### src/rtl/ctrl_pkg.sv
`default_nettype none
// +--------------------------------------------------------------------------+
// | ctrl_pkg                                                                 |
// | Control-bundle layout, ALUOp and forwarding encodings, bubble values.    |
// | Rev 1.0                                                                  |
// +--------------------------------------------------------------------------+
package ctrl_pkg;

    localparam int WB_W = 2;
    localparam int M_W  = 4;
    localparam int EX_W = 5;

    localparam int REGWRITE_B = 0;
    localparam int MEMTOREG_B = 1;
    localparam int BRANCH_B   = 0;
    localparam int MEMREAD_B  = 1;
    localparam int MEMWRITE_B = 2;
    localparam int JUMP_B     = 3;
    localparam int REGDST_B   = 0;
    localparam int ALUSRC_B   = 4;
    localparam int ALUOP_LSB  = 1;
    localparam int ALUOP_W    = 3;

    typedef enum logic [ALUOP_W-1:0] {
        ALUOP_ADD   = 3'b000,
        ALUOP_SUB   = 3'b001,
        ALUOP_RTYPE = 3'b010,
        ALUOP_SLT   = 3'b011,
        ALUOP_AND   = 3'b100,
        ALUOP_OR    = 3'b101
    } aluop_e;

    typedef enum logic [1:0] {
        FWD_RF    = 2'b00,
        FWD_MEMWB = 2'b01,
        FWD_EXMEM = 2'b10
    } fwd_e;

    // Jump is resolved in ID, so only the three memory-stage strobes travel on.
    typedef struct packed {
        logic memtoreg;
        logic regwrite;
    } wb_ctl_t;

    typedef struct packed {
        logic memwrite;
        logic memread;
        logic branch;
    } m_ctl_t;

    localparam wb_ctl_t         BUBBLE_WB = '0;
    localparam m_ctl_t          BUBBLE_M  = '0;
    localparam logic [EX_W-1:0] BUBBLE_EX = '0;

endpackage
`default_nettype wire

### src/rtl/ctrl_pipeline_hazard_detect.sv
`default_nettype none
// +--------------------------------------------------------------------------+
// | hazard_detect                                                            |
// | Combinational stall decision (and forwarding selects with FORWARDING_EN).|
// | Rev 1.0                                                                  |
// +--------------------------------------------------------------------------+
module hazard_detect
    import ctrl_pkg::*;
#(
    parameter int REG_ADDR_W = 5
) (
    input  logic                  id_nop_i,
    input  logic [REG_ADDR_W-1:0] id_rs_i,
    input  logic [REG_ADDR_W-1:0] id_rt_i,
    input  logic [REG_ADDR_W-1:0] ex_dst_i,
    input  logic                  ex_regwrite_i,
    input  logic                  ex_memread_i,
    input  logic [REG_ADDR_W-1:0] mem_dst_i,
    input  logic                  mem_regwrite_i,
`ifdef FORWARDING_EN
    input  logic [REG_ADDR_W-1:0] ex_rs_i,
    input  logic [REG_ADDR_W-1:0] ex_rt_i,
    input  logic [REG_ADDR_W-1:0] wb_dst_i,
    input  logic                  wb_regwrite_i,
    output logic [1:0]            fwd_a_o,
    output logic [1:0]            fwd_b_o,
`endif
    output logic                  stall_o
);

    function automatic logic src_hit(input logic [REG_ADDR_W-1:0] src,
                                     input logic [REG_ADDR_W-1:0] dst,
                                     input logic                  rw);
        return (src != '0) && rw && (src == dst);
    endfunction

    logic w_ex_hit;
    logic w_load_use;

    always_comb begin
        w_ex_hit   = src_hit(id_rs_i, ex_dst_i, ex_regwrite_i) |
                     src_hit(id_rt_i, ex_dst_i, ex_regwrite_i);
        w_load_use = ex_memread_i & w_ex_hit;
`ifdef FORWARDING_EN
        stall_o = ~id_nop_i & w_load_use;
        fwd_a_o = FWD_RF;
        fwd_b_o = FWD_RF;
        if (src_hit(ex_rs_i, mem_dst_i, mem_regwrite_i))     fwd_a_o = FWD_EXMEM;
        else if (src_hit(ex_rs_i, wb_dst_i, wb_regwrite_i))  fwd_a_o = FWD_MEMWB;
        if (src_hit(ex_rt_i, mem_dst_i, mem_regwrite_i))     fwd_b_o = FWD_EXMEM;
        else if (src_hit(ex_rt_i, wb_dst_i, wb_regwrite_i))  fwd_b_o = FWD_MEMWB;
`else
        // Write-before-read register file: a producer already in WB is safe.
        stall_o = ~id_nop_i & (w_load_use | w_ex_hit |
                  src_hit(id_rs_i, mem_dst_i, mem_regwrite_i) |
                  src_hit(id_rt_i, mem_dst_i, mem_regwrite_i));
`endif
    end

endmodule
`default_nettype wire

### src/rtl/ctrl_pipeline.sv
`default_nettype none
// +--------------------------------------------------------------------------+
// | ctrl_pipeline                                                            |
// | ID/EX, EX/MEM, MEM/WB control registers with stall, bubble and flush.    |
// | Optional macro FORWARDING_EN adds FWD_A/FWD_B and load-use-only stalls.  |
// | Rev 1.0                                                                  |
// +--------------------------------------------------------------------------+
module ctrl_pipeline
    import ctrl_pkg::*;
#(
    parameter int REG_ADDR_W = 5
) (
    input  logic                  CLK,
    input  logic                  RST_N,
    input  logic [WB_W-1:0]       ID_WB,
    input  logic [M_W-1:0]        ID_M,
    input  logic [EX_W-1:0]       ID_EX,
    input  logic                  ID_NOP,
    input  logic [REG_ADDR_W-1:0] ID_RS,
    input  logic [REG_ADDR_W-1:0] ID_RT,
    input  logic [REG_ADDR_W-1:0] ID_RD,
    input  logic                  MEM_ZERO,
    output logic                  EX_REGDST,
    output logic [ALUOP_W-1:0]    EX_ALUOP,
    output logic                  EX_ALUSRC,
    output logic                  MEM_MEMREAD,
    output logic                  MEM_MEMWRITE,
    output logic                  WB_REGWRITE,
    output logic                  WB_MEMTOREG,
    output logic [REG_ADDR_W-1:0] WB_DST,
    output logic                  PC_WRITE,
    output logic                  IFID_WRITE,
    output logic                  IFID_FLUSH,
    output logic                  PC_SRC_BRANCH,
`ifdef FORWARDING_EN
    output logic [1:0]            FWD_A,
    output logic [1:0]            FWD_B,
`endif
    output logic                  PC_SRC_JUMP
);

    wb_ctl_t                 idex_wb_q,  idex_wb_d;
    m_ctl_t                  idex_m_q,   idex_m_d;
    logic [EX_W-1:0]         idex_ex_q,  idex_ex_d;
    logic [REG_ADDR_W-1:0]   idex_dst_q, idex_dst_d;
`ifdef FORWARDING_EN
    logic [REG_ADDR_W-1:0]   idex_rs_q,  idex_rs_d;
    logic [REG_ADDR_W-1:0]   idex_rt_q,  idex_rt_d;
`endif
    wb_ctl_t                 exmem_wb_q,  exmem_wb_d;
    m_ctl_t                  exmem_m_q,   exmem_m_d;
    logic [REG_ADDR_W-1:0]   exmem_dst_q, exmem_dst_d;
    wb_ctl_t                 memwb_wb_q;
    logic [REG_ADDR_W-1:0]   memwb_dst_q;

    logic w_hz_stall;
    logic w_taken;
    logic w_stall;
    logic w_jump;
    logic w_bubble;

    hazard_detect #(
        .REG_ADDR_W     (REG_ADDR_W)
    ) u_hazard (
        .id_nop_i       (ID_NOP),
        .id_rs_i        (ID_RS),
        .id_rt_i        (ID_RT),
        .ex_dst_i       (idex_dst_q),
        .ex_regwrite_i  (idex_wb_q.regwrite),
        .ex_memread_i   (idex_m_q.memread),
        .mem_dst_i      (exmem_dst_q),
        .mem_regwrite_i (exmem_wb_q.regwrite),
`ifdef FORWARDING_EN
        .ex_rs_i        (idex_rs_q),
        .ex_rt_i        (idex_rt_q),
        .wb_dst_i       (memwb_dst_q),
        .wb_regwrite_i  (memwb_wb_q.regwrite),
        .fwd_a_o        (FWD_A),
        .fwd_b_o        (FWD_B),
`endif
        .stall_o        (w_hz_stall)
    );

    always_comb begin
        // Priority: taken branch, then stall, then jump.
        w_taken  = exmem_m_q.branch & MEM_ZERO;
        w_stall  = w_hz_stall & ~w_taken;
        w_jump   = ID_M[JUMP_B] & ~ID_NOP & ~w_stall & ~w_taken;
        w_bubble = ID_NOP | w_stall | w_taken | w_jump;

        idex_wb_d  = BUBBLE_WB;
        idex_m_d   = BUBBLE_M;
        idex_ex_d  = BUBBLE_EX;
        idex_dst_d = '0;
`ifdef FORWARDING_EN
        idex_rs_d  = '0;
        idex_rt_d  = '0;
`endif
        if (!w_bubble) begin
            idex_wb_d.regwrite = ID_WB[REGWRITE_B];
            idex_wb_d.memtoreg = ID_WB[MEMTOREG_B];
            idex_m_d.branch    = ID_M[BRANCH_B];
            idex_m_d.memread   = ID_M[MEMREAD_B];
            idex_m_d.memwrite  = ID_M[MEMWRITE_B];
            idex_ex_d          = ID_EX;
            // A zero dst on non-writers keeps them invisible to hazard matching.
            if (ID_WB[REGWRITE_B]) begin
                idex_dst_d = ID_EX[REGDST_B] ? ID_RD : ID_RT;
            end
`ifdef FORWARDING_EN
            idex_rs_d = ID_RS;
            idex_rt_d = ID_RT;
`endif
        end

        exmem_wb_d  = w_taken ? BUBBLE_WB : idex_wb_q;
        exmem_m_d   = w_taken ? BUBBLE_M  : idex_m_q;
        exmem_dst_d = w_taken ? '0        : idex_dst_q;
    end

    always_ff @(posedge CLK or negedge RST_N) begin
        if (!RST_N) begin
            idex_wb_q   <= BUBBLE_WB;
            idex_m_q    <= BUBBLE_M;
            idex_ex_q   <= BUBBLE_EX;
            idex_dst_q  <= '0;
`ifdef FORWARDING_EN
            idex_rs_q   <= '0;
            idex_rt_q   <= '0;
`endif
            exmem_wb_q  <= BUBBLE_WB;
            exmem_m_q   <= BUBBLE_M;
            exmem_dst_q <= '0;
            memwb_wb_q  <= BUBBLE_WB;
            memwb_dst_q <= '0;
        end else begin
            idex_wb_q   <= idex_wb_d;
            idex_m_q    <= idex_m_d;
            idex_ex_q   <= idex_ex_d;
            idex_dst_q  <= idex_dst_d;
`ifdef FORWARDING_EN
            idex_rs_q   <= idex_rs_d;
            idex_rt_q   <= idex_rt_d;
`endif
            exmem_wb_q  <= exmem_wb_d;
            exmem_m_q   <= exmem_m_d;
            exmem_dst_q <= exmem_dst_d;
            memwb_wb_q  <= exmem_wb_q;
            memwb_dst_q <= exmem_dst_q;
        end
    end

    assign EX_REGDST     = idex_ex_q[REGDST_B];
    assign EX_ALUOP      = idex_ex_q[ALUOP_LSB +: ALUOP_W];
    assign EX_ALUSRC     = idex_ex_q[ALUSRC_B];
    assign MEM_MEMREAD   = exmem_m_q.memread;
    assign MEM_MEMWRITE  = exmem_m_q.memwrite;
    assign WB_REGWRITE   = memwb_wb_q.regwrite;
    assign WB_MEMTOREG   = memwb_wb_q.memtoreg;
    assign WB_DST        = memwb_dst_q;
    assign PC_WRITE      = ~w_stall;
    assign IFID_WRITE    = ~w_stall;
    assign IFID_FLUSH    = w_taken | w_jump;
    assign PC_SRC_BRANCH = w_taken;
    assign PC_SRC_JUMP   = w_jump;

endmodule
`default_nettype wire

### config.mk
export PLATFORM = sky130hd
export DESIGN_NAME = ctrl_pipeline
export DESIGN_NICKNAME = d
export VERILOG_FILES = /design/src/rtl/ctrl_pkg.sv /design/src/rtl/ctrl_pipeline_hazard_detect.sv /design/src/rtl/ctrl_pipeline.sv
export SDC_FILE = /design/constraint.sdc
export NUM_CORES = 1
export LEC_CHECK = 0
export ABC_AREA = 1
export CAP_MARGIN = 20
export CORE_AREA = 5 5 67 69
export CTS_CLUSTER_DIAMETER = 50
export DETAILED_ROUTE_END_ITERATION = 10
export DIE_AREA = 0 0 72 74
export GPL_TIMING_DRIVEN = 0
export PLACE_DENSITY = 0.74
export SETUP_SLACK_MARGIN = 0.2
export SLEW_MARGIN = 20
export SYNTH_ARGS = -nofsm -noshare
export SYNTH_HDL_FRONTEND = slang
export SYNTH_SLANG_ARGS = --single-unit
export TNS_END_PERCENT = 30
### constraint.sdc
create_clock -name CLK -period 1.2 [get_ports CLK]
set_input_delay 0.24 -clock CLK [delete_from_list [all_inputs] [get_ports CLK]]
set_output_delay 0.24 -clock CLK [all_outputs]
set_load 0.05 [all_outputs]
==> run metrics, run 1 <==
status=finished, violations left; failing checks=hold timing, setup timing; core area=between 3000 and 4000 µm²; crit path cell chain=nand2_1 > nand2_1 > nor2_2 > nand3_1 > nand2_1 > nand2_2 > nand2_4 > nand3_4 > buf_4 > buf_8; FP Rows=23; PD cells=1090 nW/µm²; M1 GR Usage=~16%; sequential area share after synthesis=a little over half; placed insts=~300; total CTS buffers=5; Die X=between 70 and 80 µm; min cycle time layout=1.90 ns; met2 usage=23.2%; via count=roughly 1.4k; Max Buffers Root-to-Sink=2; Final Hold Fails=5; Cell variety after synth=15; Layout area overhead=59.6%; post-route setup slack=-0.696 ns; Setup Viol. Count Final=25; Die H=approximately 74 µm; CTS tree=built; GRT Resource Usage Total=14.0%; total global routing overflow=0; Post-Syn Area=about 1500 µm²; WS Path Type=reg -> out; ant diodes=0; final setup TNS=-10.13 ns; Top Ports=slightly below 50; synthesized flop and latch total=32; # DRC=0; crit share post-route=158%; GR peak layer=met2; Setup crit start=idex_dst_q[2]; hold bufs inserted after CTS=0; fin. max-slew vios=0; clk slew on worst S/H paths=0.07 ns; Worst setup SP type=flip-flop; RSZ-0062 raised after global routing=yes; Max-Cap Viols=0; first-pass GRT wire length=5.69 mm; Achievable Freq=about 530 MHz; CP max stage delay=0.41 ns; sequential share of power=roughly 43%; DPL Wire Length=roughly 2.6 mm; final wirelength=3.61 mm; First-pass DRT Iterations=4; WP data required=0.96 ns; CP max FO=3; vias in the first global route=1336; CTS sink count=32; PortBufs=48; Worst Path Buf+Inv=2; Data arrival, critical path=about 1.7 ns; Net Sw Frac=between 20% and 30%; R2R setup slack=-0.51 ns; cells after synthesis=200; syn_nets=230; share of cells above drive strength 1=29.9%; vias per cell=between 4 and 5; normalized max-slew margin=between 50 and 60%; Clock Skews=0.00683 ns; RR Startpoint=idex_dst_q[0]; Place WS=-1.38 ns; final net count=between 200 and 300; Die ar.=5330 µm²; maximum vdd ir drop=roughly 830 µV; CP max-delay cell=dfrtp_1; Mean Syn Cell Area=~7.6 µm²; CTS H-tree depth=2; Initial Utilization=around two fifths; drt initial violations=96; CP delay by family, top=simple AND/OR/NAND/NOR gates; largest net degree at the start of global routing=33; Root Driver=clkbuf_8; DR WL/cell=around 11 µm; Worst Setup End Kind=output pin; Post-DRT Antenna Nets=0; Clock Latency Late Sink=around 0.28 ns; LEAKAGE=about 1.2 nW; hold slack=-0.00426 ns; Gate power share=about a fifth; Ys Warns=0; met3 usage=6.62%; initial antenna violation count=0; post-route insts no fill=between 300 and 400; Critical Path Most Common Cell=nand2_1; clock power share=38.2%; GP Congestion=approximately 0.84; Pint=about 1.9 mW; Hold WC Path Type=in -> async; slew of the pin with the lowest slew margin=just under 0.7 ns; Net Switching=a little under 0.7 mW
flip-flops by register name, summed over array words and instances, names as in the netlist:
register	count
MEM_MEMREAD	1
MEM_MEMWRITE	1
WB_DST	5
WB_MEMTOREG	1
WB_REGWRITE	1
exmem_dst_q	5
exmem_m_q	1
exmem_wb_q	2
idex_dst_q	5
idex_ex_q	5
idex_m_q	3
idex_wb_q	2
worst paths after layout:
path                                 end  cells after the start
max reg2reg                idex_dst_q[1]                     14
max                             PC_WRITE                     10
min                            WB_DST[1]                      1
max in group asynchronous  exmem_wb_q[0]                      1
min in group CLK             WB_MEMTOREG                      0
min reg2reg                  WB_MEMTOREG                      0
metal layers:
metal  wire [µm]  vias up  share of wire (%)
li1            -      708                  -
met1        1370      635                 38
met2        1800       44                 50
met3         384        6                 11
met4          52        0                1.4
met5           0        -                  0
cell usage after synthesis:
cell type | count | area (µm²)
nand2_1 | 66 | 248
dfrtp_1 | 32 | 801
buf_4 | 1 | 7.51
nand4_4 | 1 | 21.3
nor2_1 | 33 | 124
clkbuf_1 | 2 | 7.51
inv_2 | 5 | 18.8
nand3_1 | 7 | 35.0
buf_6 | 1 | 11.3
inv_1 | 33 | 124
o21ai_1 | 1 | 5.00
nor2_2 | 10 | 62.6
o211ai_1 | 5 | 37.5
nand2_2 | 1 | 6.26
nor3_1 | 2 | 10.0
power by group through the flow:
| stage | Combinational [mW] | Sequential (mW) | Clock [mW] |
|---|---|---|---|
| 6_report | 0.491 | 1.14 | 1.01 |
| 5_1_grt | 0.537 | 1.14 | 1.08 |
| 4_1_cts | 0.443 | 1.14 | 1.02 |
| 3_5_place_dp | 0.444 | 1.16 | 0 |
| 3_3_place_gp | 0.442 | 1.16 | 0 |
| 2_1_floorplan | 0.176 | 1.22 | 0 |
per-stage QoR:
stage | cell area (µm²) | power, mW | util (%) | hold WS (ns)
2_1_floorplan | 1580 | 1.39 | - | -0.0556
3_3_place_gp | 2130 | 1.60 | 55.1 | 0.336
3_5_place_dp | 2120 | 1.60 | 55.0 | 0.328
4_1_cts | 2280 | 2.61 | 59.1 | 0.0268
5_1_grt | 2420 | 2.76 | 62.9 | 0.0718
6_report | 2420 | 2.64 | 62.9 | -0.00426
cell families (layout without fill, tap and decap cells):
kind of cell / Yosys count / in the layout / synth area share, %
DFF: 32 / 32 / 52.7
and+or+nand+nor: 120 / 120 / 33.4
buffers and inverters: 42 / 106 / 11.1
AOI/OAI and AO/OA: 6 / 6 / 2.80
cell usage in the layout, fill, tap and decap left out, types with 8 or more instances in the layout:
| cell type | instances |
|---|---|
| buf_6 | 10 |
| clkdlybuf4s50_1 | 17 |
| nor2_4 | 10 |
| nor2_2 | 8 |
| dlygate4sd2_1 | 11 |
| inv_1 | 23 |
| nand2_1 | 61 |
| nor2_1 | 25 |
| inv_2 | 13 |
| dfrtp_1 | 32 |
repair_timing:
item                       CTS  global route
setup endpoints to repair   43            43
setup buffers                4             3
gates resized for setup    120            24
gates cloned                 0             1
pin swaps                    8             6
layout make-up:
cell class	instances	area [µm²]
clock buffer	6	72.6
buffer	4	56.3
inverter	38	148
tap	50	62.6
timing repair buffer	56	586
multi-input combinational	126	664
clock inverter	2	35.0
fill	340	1430
sequential	32	801
Note: power is estimated with default switching activity, not from simulation.
==> run 2, diff against run 1 <==
Settings changed: CORE_AREA 5 5 67 69 to 5 5 69 71, DIE_AREA 0 0 72 74 to 0 0 74 76, PLACE_DENSITY 0.74 to 0.72, SYNTH_HIERARCHICAL set to 1.
==> run 2 against run 1 <==
The run ends with setup timing left. Synthesized cell count up 8.5%. Clock skew down 0.0026 ns. Die area up 5.6%. Via count up 3.9%. Register-to-register slack worse by 0.07 ns. Sequential share of layout area up 0.34 points. Critical path depth up 1. Maximum frequency down 4.1%. Critical endpoint is now IFID_FLUSH. Highest routed layer unchanged.
==> run metrics, run 2 <==
LEAKAGE=1.28 nW (was 1.24 nW); post-synth top area share=50.7% (was 52.7%); prevailing post-synth register cell=dfrtp_1 (unchanged); Die H=76 µm (was 74 µm); post-synthesis async set-or-reset flop share=100% (unchanged); Worst Path Buf+Inv=3 (was 2); maximum vdd ir drop=699 µV (was 827 µV); vias in the first global route=1383 (was 1336); Initial Utilization=37.9% (was 39.4%); CP max stage delay=0.41 ns (about the same); syn_nets=247 (was 230); Post-DRT Antenna Nets=0 (unchanged); DPL Wire Length=2.52 mm (was 2.57 mm); Clock Latency Late Sink=0.28 ns (about the same); Cell variety after synth=16 (was 15); GRT Resource Usage Total=14.2% (was 14.0%); min cycle time layout=1.98 ns (was 1.90 ns); Mean Syn Cell Area=7.28 µm² (was 7.59 µm²); First-pass DRT Iterations=4 (unchanged); Root Driver=clkbuf_8 (unchanged); drt initial violations=49 (was 96); number of synthesized flops with an enable pin=0 (unchanged); hold bufs inserted after CTS=0 (unchanged); Worst setup SP type=flip-flop (unchanged); total CTS buffers=5 (unchanged); share of cells above drive strength 1=24.7% (was 29.9%); CTS H-tree depth=2 (unchanged); CTS tree=built (unchanged); WS Path Type=reg -> out (unchanged); post-route setup slack=-0.776 ns (was -0.696 ns); sequential area share after synthesis=50.7% (was 52.7%); Net Switching=0.651 mW (was 0.695 mW); via count=1447 (was 1393); Top Ports=49 (unchanged); synthesized flop and latch total=32 (unchanged); ant diodes=0 (unchanged); status=finished, violations left (unchanged); crit share post-route=165% (was 158%); normalized max-slew margin=52.7% (was 54.0%); synth top area cells=dfrtp_1, nand2_1, inv_1, nor2_1, nor2_2 (unchanged); CP max FO=4 (was 3); Net Sw Frac=26.7% (was 26.4%); FP Rows=24 (was 23); top-count cell post-synth=nand2_1 (unchanged); CTS sink count=32 (unchanged); RSZ-0062 raised after global routing=yes (unchanged); final wirelength=3.59 mm (was 3.61 mm); Data arrival, critical path=1.74 ns (was 1.66 ns); Setup Viol. Count Final=30 (was 25); Pint=1.79 mW (was 1.94 mW); Gate power share=19.3% (was 18.6%); commonest non-fill, non-tap cells in the layout=nand2_1, inv_1, dfrtp_1 (was nand2_1, dfrtp_1, nor2_1); total global routing overflow=0 (unchanged); failing checks=setup timing (was hold timing, setup timing); clock power share=34.0% (was 38.2%); PD cells=1020 nW/µm² (was 1090 nW/µm²); Core Util, Final=57.5% (was 62.9%); simple-gate share of the synthesized area=33.7% (was 33.4%); crit path cell chain=inv_2 > nand2_1 > nand2_1 > nor2_1 > nand3_1 > nand2_1 > nand2_2 > a21oi_4 > buf_4 > o21ai_2 > buf_6 (was nand2_1 > nand2_1 > nor2_2 > nand3_1 > nand2_1 > nand2_2 > nand2_4 > nand3_4 > buf_4 > buf_8); Place WS=-1.49 ns (was -1.38 ns); Hold WC Path Type=in -> async (unchanged); largest family of logic cells by synthesized area=simple AND/OR/NAND/NOR gates (unchanged); Achievable Freq=506 MHz (was 528 MHz); first-pass GRT wire length=6.09 mm (was 5.69 mm); CP delay by family, top=simple AND/OR/NAND/NOR gates (unchanged); Critical Path Most Common Cell=nand2_1 (unchanged); Final Hold Fails=0 (was 5); Die ar.=5620 µm² (was 5330 µm²); initial antenna violation count=0 (unchanged); core area=4170 µm² (was 3860 µm²); GP Congestion=0.911 (was 0.837); Layout area overhead=51.9% (was 59.6%); top cells by count, synth=nand2_1, inv_1, dfrtp_1 (was nand2_1, inv_1, nor2_1); mux share of post-synthesis cell area=0% (unchanged); vias per cell=4.32 (was 4.44); Die X=74 µm (was 72 µm); XOR/XNOR share of the synthesized area=0% (unchanged); DR WL/cell=10.7 µm (was 11.5 µm); Clock Skews=0.00424 ns (was 0.00683 ns); cells after synthesis=217 (was 200); Synth Area in Compound Gates=1.50% (was 2.80%); Max Buffers Root-to-Sink=2 (unchanged); largest net degree at the start of global routing=33 (unchanged); sequential share of power=46.7% (was 43.2%); fin. max-slew vios=0 (unchanged); # DRC=0 (unchanged); Post-Syn Area=1580 µm² (was 1520 µm²); commonest non-fill, non-tap cell in the layout=nand2_1 (unchanged); final net count=312 (was 293); Worst Setup End Kind=output pin (unchanged); slew of the pin with the lowest slew margin=0.709 ns (was 0.690 ns); Post-Synth Adder-Cell Area=0% (unchanged); Ys Warns=6 (was 0); CP max-delay cell=dfrtp_1 (unchanged); PortBufs=48 (unchanged); clk slew on worst S/H paths=0.06 ns (was 0.07 ns); WP data required=0.96 ns (about the same); Max-Cap Viols=0 (unchanged); Yosys top cell by area=dfrtp_1 (unchanged)
-- run 2: through the flow --
| step | TNS [ns] | power (mW) | instances | area, µm² | hold slack [ns] |
|---|---|---|---|---|---|
| CTS | -9.99 | 2.46 | 333 | 2360 | 0.0347 |
| floorplan | -4.35 | 1.39 | 217 | 1610 | -0.0556 |
| global route | -14.86 | 2.56 | 335 | 2400 | 0.0771 |
| finish | -11.31 | 2.44 | 335 | 2400 | 0.00973 |
| detailed placement | -22.65 | 1.60 | 317 | 2150 | 0.338 |
| global placement | -46.03 | 1.60 | 317 | 2160 | 0.335 |
-- run 2: path summary, 6_finish.rpt --
path | start | endpoint | slack, ns | cells after the start
setup / recovery | exmem_dst_q[1] | IFID_FLUSH | -0.78 | 11
hold / removal | RST_N | WB_DST[2] | 0.01 | 1
setup reg to reg | exmem_dst_q[1] | idex_dst_q[3] | -0.58 | 14
hold reg to reg | exmem_wb_q[1] | WB_MEMTOREG | 0.35 | 0
max in group asynchronous | RST_N | exmem_dst_q[0] | 0.73 | 1
min in group CLK | exmem_wb_q[1] | WB_MEMTOREG | 0.35 | 0
-- run 2: layout make-up --
| type | count | area (µm²) |
|---|---|---|
| Buffer | 3 | 41.3 |
| Clock buffer | 8 | 90.1 |
| Fill cell | 392 | 1770 |
| Inverter | 53 | 199 |
| Multi-Input combinational cell | 129 | 596 |
| Sequential cell | 32 | 801 |
| Tap cell | 52 | 65.1 |
| Timing Repair Buffer | 58 | 608 |
-- run 2: kinds of logic after synthesis --
family / count (synthesis)
AO/OA/AOI/OAI: 4
buffers and inverters: 56
AND/OR/NAND/NOR: 125
flip-flops: 32
-- run 2: power groups by stage --
stage	sequential (mW)	clock, mW	combinational (mW)
after detailed placement	1.16	0	0.443
final	1.14	0.829	0.471
after CTS	1.14	0.861	0.461
after global placement	1.16	0	0.442
after global routing	1.14	0.895	0.520
after floorplan	1.22	0	0.171
-- run 2: metal layers --
layer	vias to the layer above	global-route usage, %	share of wire [%]	wire, µm
li1	751	-	-	-
met1	641	16.7	41	1490
met2	47	22.4	46	1660
met3	8	6.20	10	362
met4	0	5.25	2.0	71
met5	-	0	0	0
-- run 2: repair_timing --
action | 4_1_cts | 5_1_grt
endpoints found under the setup margin | 43 | 43
pin swaps | 4 | 2
resized for setup | 99 | 11
cloned | 1 | 0
setup buffers | 7 | 2
-- run 2: worst reg2reg max path: stages, from the launching register on --
cell and delay, ns:
dfrtp_1 0.41, inv_2 0.06, nand2_1 0.05, nand2_1 0.05, nor2_1 0.11, nand3_1 0.09
nand2_1 0.07, nand2_2 0.07, a21oi_4 0.20, inv_2 0.06, buf_4 0.14, nand4_4 0.11
buf_12 0.12, buf_16 0.11, nor2_2 0.03
